`src/rtl/clk_gate_ctrl_pkg.sv`:
```
// Package for the clock-gate enable controller.
// Holds the FSM state encoding and the helper that sizes the shared
// idle/wake counter from the two timing parameters.
package clk_gate_ctrl_pkg;

  typedef enum logic [1:0] {
    GS_ON    = 2'd0,
    GS_DRAIN = 2'd1,
    GS_OFF   = 2'd2,
    GS_WAKE  = 2'd3
  } gate_state_e;

  // Counter must reach max(idle_cycles, wake_delay) - 1; sized for the max
  // itself so both terminal values fit. Never returns less than 1 bit.
  function automatic int unsigned cnt_width(int unsigned idle_cycles,
                                            int unsigned wake_delay);
    int unsigned m;
    m = (idle_cycles > wake_delay) ? idle_cycles : wake_delay;
    if (m < 1) m = 1;
    return $clog2(m + 1);
  endfunction

endpackage

```
`src/rtl/clk_gate_ctrl.sv`:
```
// Clock-gate enable controller.
// Sits upstream of the clock-gating cell and drives its enable. Counts
// consecutive idle cycles of the gated domain, runs a sleep request /
// acknowledge handshake, drops the enable only after acknowledge, and on wake
// restores the enable and holds ready low for WakeDelay cycles.
//
// Ports:
//   clk_i        free-running clock (ungated side)
//   rst_ni       asynchronous active-low reset
//   busy_i       gated-domain activity flag
//   wake_req_i   wake request from interrupt/bus logic
//   force_on_i   software override, keeps the clock running
//   sleep_ack_i  domain quiescent acknowledge (sampled only while draining)
//   clk_en_o     enable to the clock-gating cell
//   sleep_req_o  request to the domain to quiesce
//   ready_o      clock running and settled
//   sleeping_o   clock gated off
module clk_gate_ctrl
  import clk_gate_ctrl_pkg::*;
#(
  parameter int unsigned IdleCycles = 16,
  parameter int unsigned WakeDelay  = 2
) (
  input  logic clk_i,
  input  logic rst_ni,
  input  logic busy_i,
  input  logic wake_req_i,
  input  logic force_on_i,
  input  logic sleep_ack_i,
  output logic clk_en_o,
  output logic sleep_req_o,
  output logic ready_o,
  output logic sleeping_o
);

  localparam int unsigned CntW = cnt_width(IdleCycles, WakeDelay);
  localparam logic [CntW-1:0] IdleLast = CntW'(IdleCycles - 1);
  localparam logic [CntW-1:0] WakeLast = CntW'(WakeDelay - 1);

  // Elaboration-time parameter checks.
  if (IdleCycles == 0) begin : g_bad_idle
    $fatal(1, "clk_gate_ctrl: IdleCycles must be >= 1");
  end
  if (WakeDelay == 0) begin : g_bad_wake
    $fatal(1, "clk_gate_ctrl: WakeDelay must be >= 1");
  end

  gate_state_e     state_q, state_d;
  logic [CntW-1:0] cnt_q, cnt_d;
  logic            idle;

  assign idle = !busy_i && !wake_req_i && !force_on_i;

  // Reset lands in WAKE so the domain clock runs immediately and ready only
  // rises after the normal settling delay.
  always_ff @(posedge clk_i or negedge rst_ni) begin
    if (!rst_ni) begin
      state_q <= GS_WAKE;
      cnt_q   <= '0;
    end else begin
      state_q <= state_d;
      cnt_q   <= cnt_d;
    end
  end

  // Next state. The counter is shared by ON (idle run length) and WAKE
  // (settling time) and is cleared on every transition.
  always_comb begin
    state_d = state_q;
    cnt_d   = cnt_q;
    unique case (state_q)
      GS_ON: begin
        if (!idle) begin
          cnt_d = '0;
        end else if (cnt_q == IdleLast) begin
          state_d = GS_DRAIN;
          cnt_d   = '0;
        end else begin
          cnt_d = cnt_q + 1'b1;
        end
      end
      GS_DRAIN: begin
        // Any activity aborts the drain, even with an ack in the same cycle.
        if (!idle) begin
          state_d = GS_ON;
          cnt_d   = '0;
        end else if (sleep_ack_i) begin
          state_d = GS_OFF;
          cnt_d   = '0;
        end
      end
      GS_OFF: begin
        if (wake_req_i || force_on_i) begin
          state_d = GS_WAKE;
          cnt_d   = '0;
        end
      end
      GS_WAKE: begin
        if (cnt_q == WakeLast) begin
          state_d = GS_ON;
          cnt_d   = '0;
        end else begin
          cnt_d = cnt_q + 1'b1;
        end
      end
      default: begin
        state_d = GS_WAKE;
        cnt_d   = '0;
      end
    endcase
  end

  // Moore decode from the flopped state only, so the gate latch never sees
  // a combinational glitch from the inputs.
  always_comb begin
    clk_en_o    = 1'b1;
    sleep_req_o = 1'b0;
    ready_o     = 1'b0;
    sleeping_o  = 1'b0;
    unique case (state_q)
      GS_ON: begin
        ready_o = 1'b1;
      end
      GS_DRAIN: begin
        sleep_req_o = 1'b1;
      end
      GS_OFF: begin
        clk_en_o   = 1'b0;
        sleeping_o = 1'b1;
      end
      GS_WAKE: begin
        clk_en_o = 1'b1;
      end
      default: begin
        clk_en_o = 1'b1;
      end
    endcase
  end

  // Gate is only ever off while reporting sleep.
  a_en_low_sleeping : assert property (
    @(posedge clk_i) disable iff (!rst_ni) !clk_en_o |-> sleeping_o
  );

  // Upstream is never told it may issue work while a drain is requested.
  a_req_ready_excl : assert property (
    @(posedge clk_i) disable iff (!rst_ni) !(sleep_req_o && ready_o)
  );

  // The gate may only close after a completed handshake.
  a_off_from_drain : assert property (
    @(posedge clk_i) disable iff (!rst_ni)
      (state_d == GS_OFF) |-> (state_q inside {GS_DRAIN, GS_OFF})
  );

endmodule

```
`config.mk`:
```
export PLATFORM = sky130hd
export DESIGN_NAME = clk_gate_ctrl
export DESIGN_NICKNAME = d
export VERILOG_FILES = /design/src/rtl/clk_gate_ctrl_pkg.sv /design/src/rtl/clk_gate_ctrl.sv
export SDC_FILE = /design/constraint.sdc
export NUM_CORES = 1
export LEC_CHECK = 0
export CAP_MARGIN = 20
export CELL_PAD_IN_SITES_DETAIL_PLACEMENT = 1
export CELL_PAD_IN_SITES_GLOBAL_PLACEMENT = 2
export CORE_UTILIZATION = 25
export CTS_CLUSTER_DIAMETER = 150
export DETAILED_ROUTE_END_ITERATION = 6
export GPL_TIMING_DRIVEN = 0
export PLACE_DENSITY_LB_ADDON = 0.1
export SLEW_MARGIN = 20
export SYNTH_ARGS = -nofsm -noshare
export SYNTH_HDL_FRONTEND = slang
export SYNTH_SLANG_ARGS = --single-unit
```
`constraint.sdc`:
```
create_clock -name clk_i -period 3.9 [get_ports clk_i]
set_input_delay 0.39 -clock clk_i [delete_from_list [all_inputs] [get_ports clk_i]]
set_output_delay 0.39 -clock clk_i [all_outputs]
set_load 0.05 [all_outputs]
```
==> flow_summary.html <==
<table>
<tr><th>Metric</th><th>Value</th></tr>
<tr><th colspan="2">Timing</th></tr>
<tr><td>Highest Clock Rate</td><td>around 0.43 GHz</td></tr>
<tr><td>Final Cycle Share</td><td>0.592</td></tr>
<tr><td>Fin Setup TNS</td><td>0 ns</td></tr>
<tr><td>RSZ-0062 raised after global routing</td><td>no</td></tr>
<tr><td>Post-route minimum period</td><td>2.31 ns</td></tr>
<tr><td>Final number of max-transition violations</td><td>0</td></tr>
<tr><td>Number of setup violations in the final report</td><td>0</td></tr>
<tr><td>Final-report hold violation count</td><td>0</td></tr>
<tr><td>Slew @ Worst Pin</td><td>0.496 ns</td></tr>
<tr><td>Relative slew margins</td><td>0.668</td></tr>
<tr><td>Clk_skew</td><td>approximately 0.0023 ns</td></tr>
<tr><th colspan="2">Clock tree</th></tr>
<tr><td>H-tree Lvls</td><td>1</td></tr>
<tr><td>TritonCTS sink count</td><td>7</td></tr>
<tr><td>Cells resized by post-CTS repair</td><td>0</td></tr>
<tr><td>Post-CTS Hold Fix Bufs</td><td>0</td></tr>
<tr><td>CTS buffer count</td><td>3</td></tr>
<tr><td>Master cell of the clock root buffer</td><td>sky130_fd_sc_hd__clkbuf_4</td></tr>
<tr><td>Clock-pin slew on the worst setup and hold paths</td><td>roughly 0.06 ns</td></tr>
<tr><td>Number of post-CTS setup repair buffers</td><td>0</td></tr>
<tr><td>Clock latency of the later-clocked register in the worst-skew pair</td><td>~0.25 ns</td></tr>
<tr><td>Clock tree from TritonCTS</td><td>built</td></tr>
<tr><td>Clock tree buffer depth</td><td>2</td></tr>
<tr><th colspan="2">Yosys</th></tr>
<tr><td>Number of warning messages in the yosys log</td><td>0</td></tr>
<tr><td>Post-synth EDFFs</td><td>0</td></tr>
<tr><td>Combined area of all synthesized cells</td><td>~500 µm²</td></tr>
<tr><td>Syn_nets</td><td>just under 60</td></tr>
<tr><td>Leading post-synthesis cells by cell area</td><td>sky130_fd_sc_hd__dfrtp_1 25%, sky130_fd_sc_hd__dfstp_2 11%, sky130_fd_sc_hd__ha_1 10%, sky130_fd_sc_hd__nor4b_4 9.5%, sky130_fd_sc_hd__inv_1 3.8%</td></tr>
<tr><td>Area share of the largest cell type after synthesis</td><td>0.250</td></tr>
<tr><td>Primary flip-flop cell chosen by synthesis mapping</td><td>sky130_fd_sc_hd__dfrtp_1</td></tr>
<tr><td>Synth async-reset ratio</td><td>1.00</td></tr>
<tr><td>Yosys reg bits</td><td>7</td></tr>
<tr><td>Number of distinct standard cells referenced by the synthesized netlist</td><td>25</td></tr>
<tr><td>Average cell area after synthesis</td><td>about 10 µm²</td></tr>
<tr><td>Yosys top cell by area</td><td>sky130_fd_sc_hd__dfrtp_1</td></tr>
<tr><td>Gate count after technology mapping</td><td>49</td></tr>
<tr><td>Sequential cell area fraction in the yosys report</td><td>0.355</td></tr>
<tr><th colspan="2">Global routing</th></tr>
<tr><td>Maximum number of pins on one net before global-route repair</td><td>10</td></tr>
<tr><td>First-pass GRT wire length</td><td>about 1800 µm</td></tr>
<tr><td>Initial antenna violation count</td><td>0</td></tr>
<tr><td>Total track usage</td><td>0.126</td></tr>
<tr><td>Overflow left after global routing</td><td>0</td></tr>
<tr><td>Vias in the first global route</td><td>between 400 and 500</td></tr>
<tr><th colspan="2">Power and ir drop</th></tr>
<tr><td>Max rail drop VDD</td><td>roughly 0.32 mV</td></tr>
<tr><td>Lkg Pwr</td><td>~0.26 nW</td></tr>
<tr><td>Pwr per Cell Area</td><td>~540 mW/mm²</td></tr>
<tr><th colspan="2">Final layout</th></tr>
<tr><td>Count of fill cells added during filler insertion</td><td>~220</td></tr>
<tr><td>Number of nets in the layout</td><td>73</td></tr>
<tr><td>Fraction of final layout cells with drive strength greater than 1</td><td>0.194</td></tr>
<tr><td>Number of antenna diodes</td><td>0</td></tr>
<tr><td>Post-synthesis to final-layout area growth</td><td>29.5%</td></tr>
<tr><td>Post-layout utilization of the core</td><td>0.360</td></tr>
<tr><th colspan="2">Detailed routing</th></tr>
<tr><td>Count of vias placed by the detailed router</td><td>406</td></tr>
<tr><td>Total routed wirelength</td><td>about 1100 µm</td></tr>
<tr><td>Post-detailed-route wirelength per cell</td><td>approximately 12 µm</td></tr>
<tr><td>Iteration-0 DRC Markers</td><td>1</td></tr>
<tr><td># DRC</td><td>0</td></tr>
<tr><td>First-pass iteration count of the detailed router</td><td>2</td></tr>
<tr><td>Count of nets left with antenna violations after detail routing</td><td>0</td></tr>
<tr><td>Average via count per standard cell</td><td>about 4.7</td></tr>
<tr><th colspan="2">Outcome</th></tr>
<tr><td>Outcome</td><td>completed</td></tr>
<tr><th colspan="2">Die</th></tr>
<tr><td>Initial standard-cell utilization of the core</td><td>0.278</td></tr>
<tr><td>Core Box Area</td><td>roughly 0.0018 mm²</td></tr>
<tr><td>Die area</td><td>0.00218 mm²</td></tr>
<tr><td>Number of I/O pins</td><td>10</td></tr>
<tr><td>Width of the die</td><td>46.7 µm</td></tr>
<tr><td>Height of the die</td><td>~47 µm</td></tr>
<tr><td>Row count</td><td>15</td></tr>
<tr><th colspan="2">Worst hold path</th></tr>
<tr><td>Class of the worst hold path</td><td>input port to asynchronous set/reset pin</td></tr>
<tr><th colspan="2">Worst setup path</th></tr>
<tr><td>Data required, critical path</td><td>between 3 and 4 ns</td></tr>
<tr><td>Worst reg-to-reg path cell count</td><td>8</td></tr>
<tr><td>Crit start category</td><td>flip-flop</td></tr>
<tr><td>Largest driver fanout on the critical path</td><td>9</td></tr>
<tr><td>FF-to-FF setup slack</td><td>roughly 2.2 ns</td></tr>
<tr><td>Kind of capture point of the worst setup path</td><td>primary output</td></tr>
<tr><td>Start of the worst register-to-register path</td><td>cnt_q[0]$_DFFE_PN0P_</td></tr>
<tr><td>Endpoint of the lowest-slack register-to-register path</td><td>cnt_q[2]$_DFFE_PN0P_</td></tr>
<tr><td>Category of the critical setup timing path</td><td>flip-flop to primary output</td></tr>
<tr><td>Arrival time of the worst setup path</td><td>about 1.9 ns</td></tr>
<tr><td>Capturing element of the worst setup path</td><td>sleeping_o</td></tr>
<tr><th colspan="2">Placed design</th></tr>
<tr><td>Final HPWL DP</td><td>around 860 µm</td></tr>
<tr><td>GP Congestion</td><td>between 0.6 and 0.7</td></tr>
<tr><td>Count of buffers from port buffering</td><td>9</td></tr>
<tr><th colspan="2">Flow run</th></tr>
<tr><td>Number of max-cap violations</td><td>0</td></tr>
</table>
[final cells by class]
cell class	count	area, µm²	share of cell area
Timing Repair Buffer	9	90.1	0.139
Multi-Input combinational cell	36	297	0.458
Inverter	5	18.8	0.0290
Buffer	1	7.51	0.0116
Clock buffer	4	26.3	0.0405
Tap cell	25	31.3	0.0483
Sequential cell	7	178	0.274
[cell usage in the layout (no fill, tap or decap), drive strengths merged, types with 2 or more instances in the layout]
master,n
a21oi,2
clkbuf,4
clkdlybuf4s50,9
dfrtp,5
dfstp,2
ha,4
inv,5
nand2,2
nand3,2
nor2,4
nor3,3
nor4b,2
o21ai,5
[cell usage after synthesis (2+ instances only)]
cell	n
sky130_fd_sc_hd__a21oi_1	2
sky130_fd_sc_hd__dfrtp_1	5
sky130_fd_sc_hd__dfstp_2	2
sky130_fd_sc_hd__ha_1	4
sky130_fd_sc_hd__inv_1	5
sky130_fd_sc_hd__nand2_1	2
sky130_fd_sc_hd__nand3_1	2
sky130_fd_sc_hd__nor2_1	4
sky130_fd_sc_hd__nor3_1	3
sky130_fd_sc_hd__nor4b_4	2
sky130_fd_sc_hd__o21ai_0	3
sky130_fd_sc_hd__o21ai_1	2
[metal layers]
| layer | track usage | routed length [µm] | up-vias | share of wire |
|---|---|---|---|---|
| li1 | - | - | 202 | - |
| met1 | 0.171 | 540 | 195 | 0.50 |
| met2 | 0.178 | 470 | 9 | 0.44 |
| met3 | 0.0500 | 60 | 0 | 0.056 |
| met4 | 0.0514 | 0 | 0 | 0 |
| met5 | 0 | 0 | - | 0 |
[critical path, cell delays in order, from the launching register on]
cell	delay (ns)
sky130_fd_sc_hd__dfstp_2	0.51
sky130_fd_sc_hd__buf_4	0.16
sky130_fd_sc_hd__nor2b_4	0.19
sky130_fd_sc_hd__clkdlybuf4s50_1	0.81
[cells by family after synthesis]
group	count (synthesis)	share of synthesized area
XOR/XNOR	1	0.0175
AND/OR/NAND/NOR	16	0.245
flip-flops	7	0.355
buffers and inverters	6	0.0525
adder cells (fa/ha/maj)	4	0.100
AO/OA/AOI/OAI	14	0.210
multiplexers	1	0.0200
[how the worst min path moves through the flow]
| stage | from | cells past startpoint | slack, ns | endpoint |
|---|---|---|---|---|
| 2_1_floorplan | rst_ni | 0 | 0.09 | cnt_q[0]$_DFFE_PN0P_ |
| 3_3_place_gp | cnt_q[0]$_DFFE_PN0P_ | 1 | 0.53 | cnt_q[0]$_DFFE_PN0P_ |
| 3_5_place_dp | cnt_q[0]$_DFFE_PN0P_ | 1 | 0.55 | cnt_q[0]$_DFFE_PN0P_ |
| 4_1_cts | rst_ni | 1 | 0.43 | cnt_q[3]$_DFFE_PN0P_ |
| 5_1_grt | rst_ni | 1 | 0.43 | cnt_q[3]$_DFFE_PN0P_ |
| 6_report | rst_ni | 1 | 0.41 | cnt_q[3]$_DFFE_PN0P_ |
[metrics by stage]
stage / setup slack, ns / hold WS (ns) / area (µm²) / power [W] / std cells
floorplan: 2.19 / 0.0944 / 500 / 0.000230 / 49
global placement: 1.84 / 0.531 / 622 / 0.000284 / 83
detailed placement: 1.85 / 0.553 / 622 / 0.000284 / 83
CTS: 1.57 / 0.427 / 648 / 0.000355 / 87
global route: 1.53 / 0.430 / 648 / 0.000373 / 87
finish: 1.59 / 0.413 / 648 / 0.000348 / 87
[where the power goes]
part | total [W] | switching (W) | internal, W
registers | 0.000110 | 0.0000203 | 0.0000897
clock network | 0.0000670 | 0.0000279 | 0.0000391
logic | 0.000171 | 0.000105 | 0.0000660
total | 0.000348 | 0.000153 | 0.000195
Power figures use the tool's default switching activity.
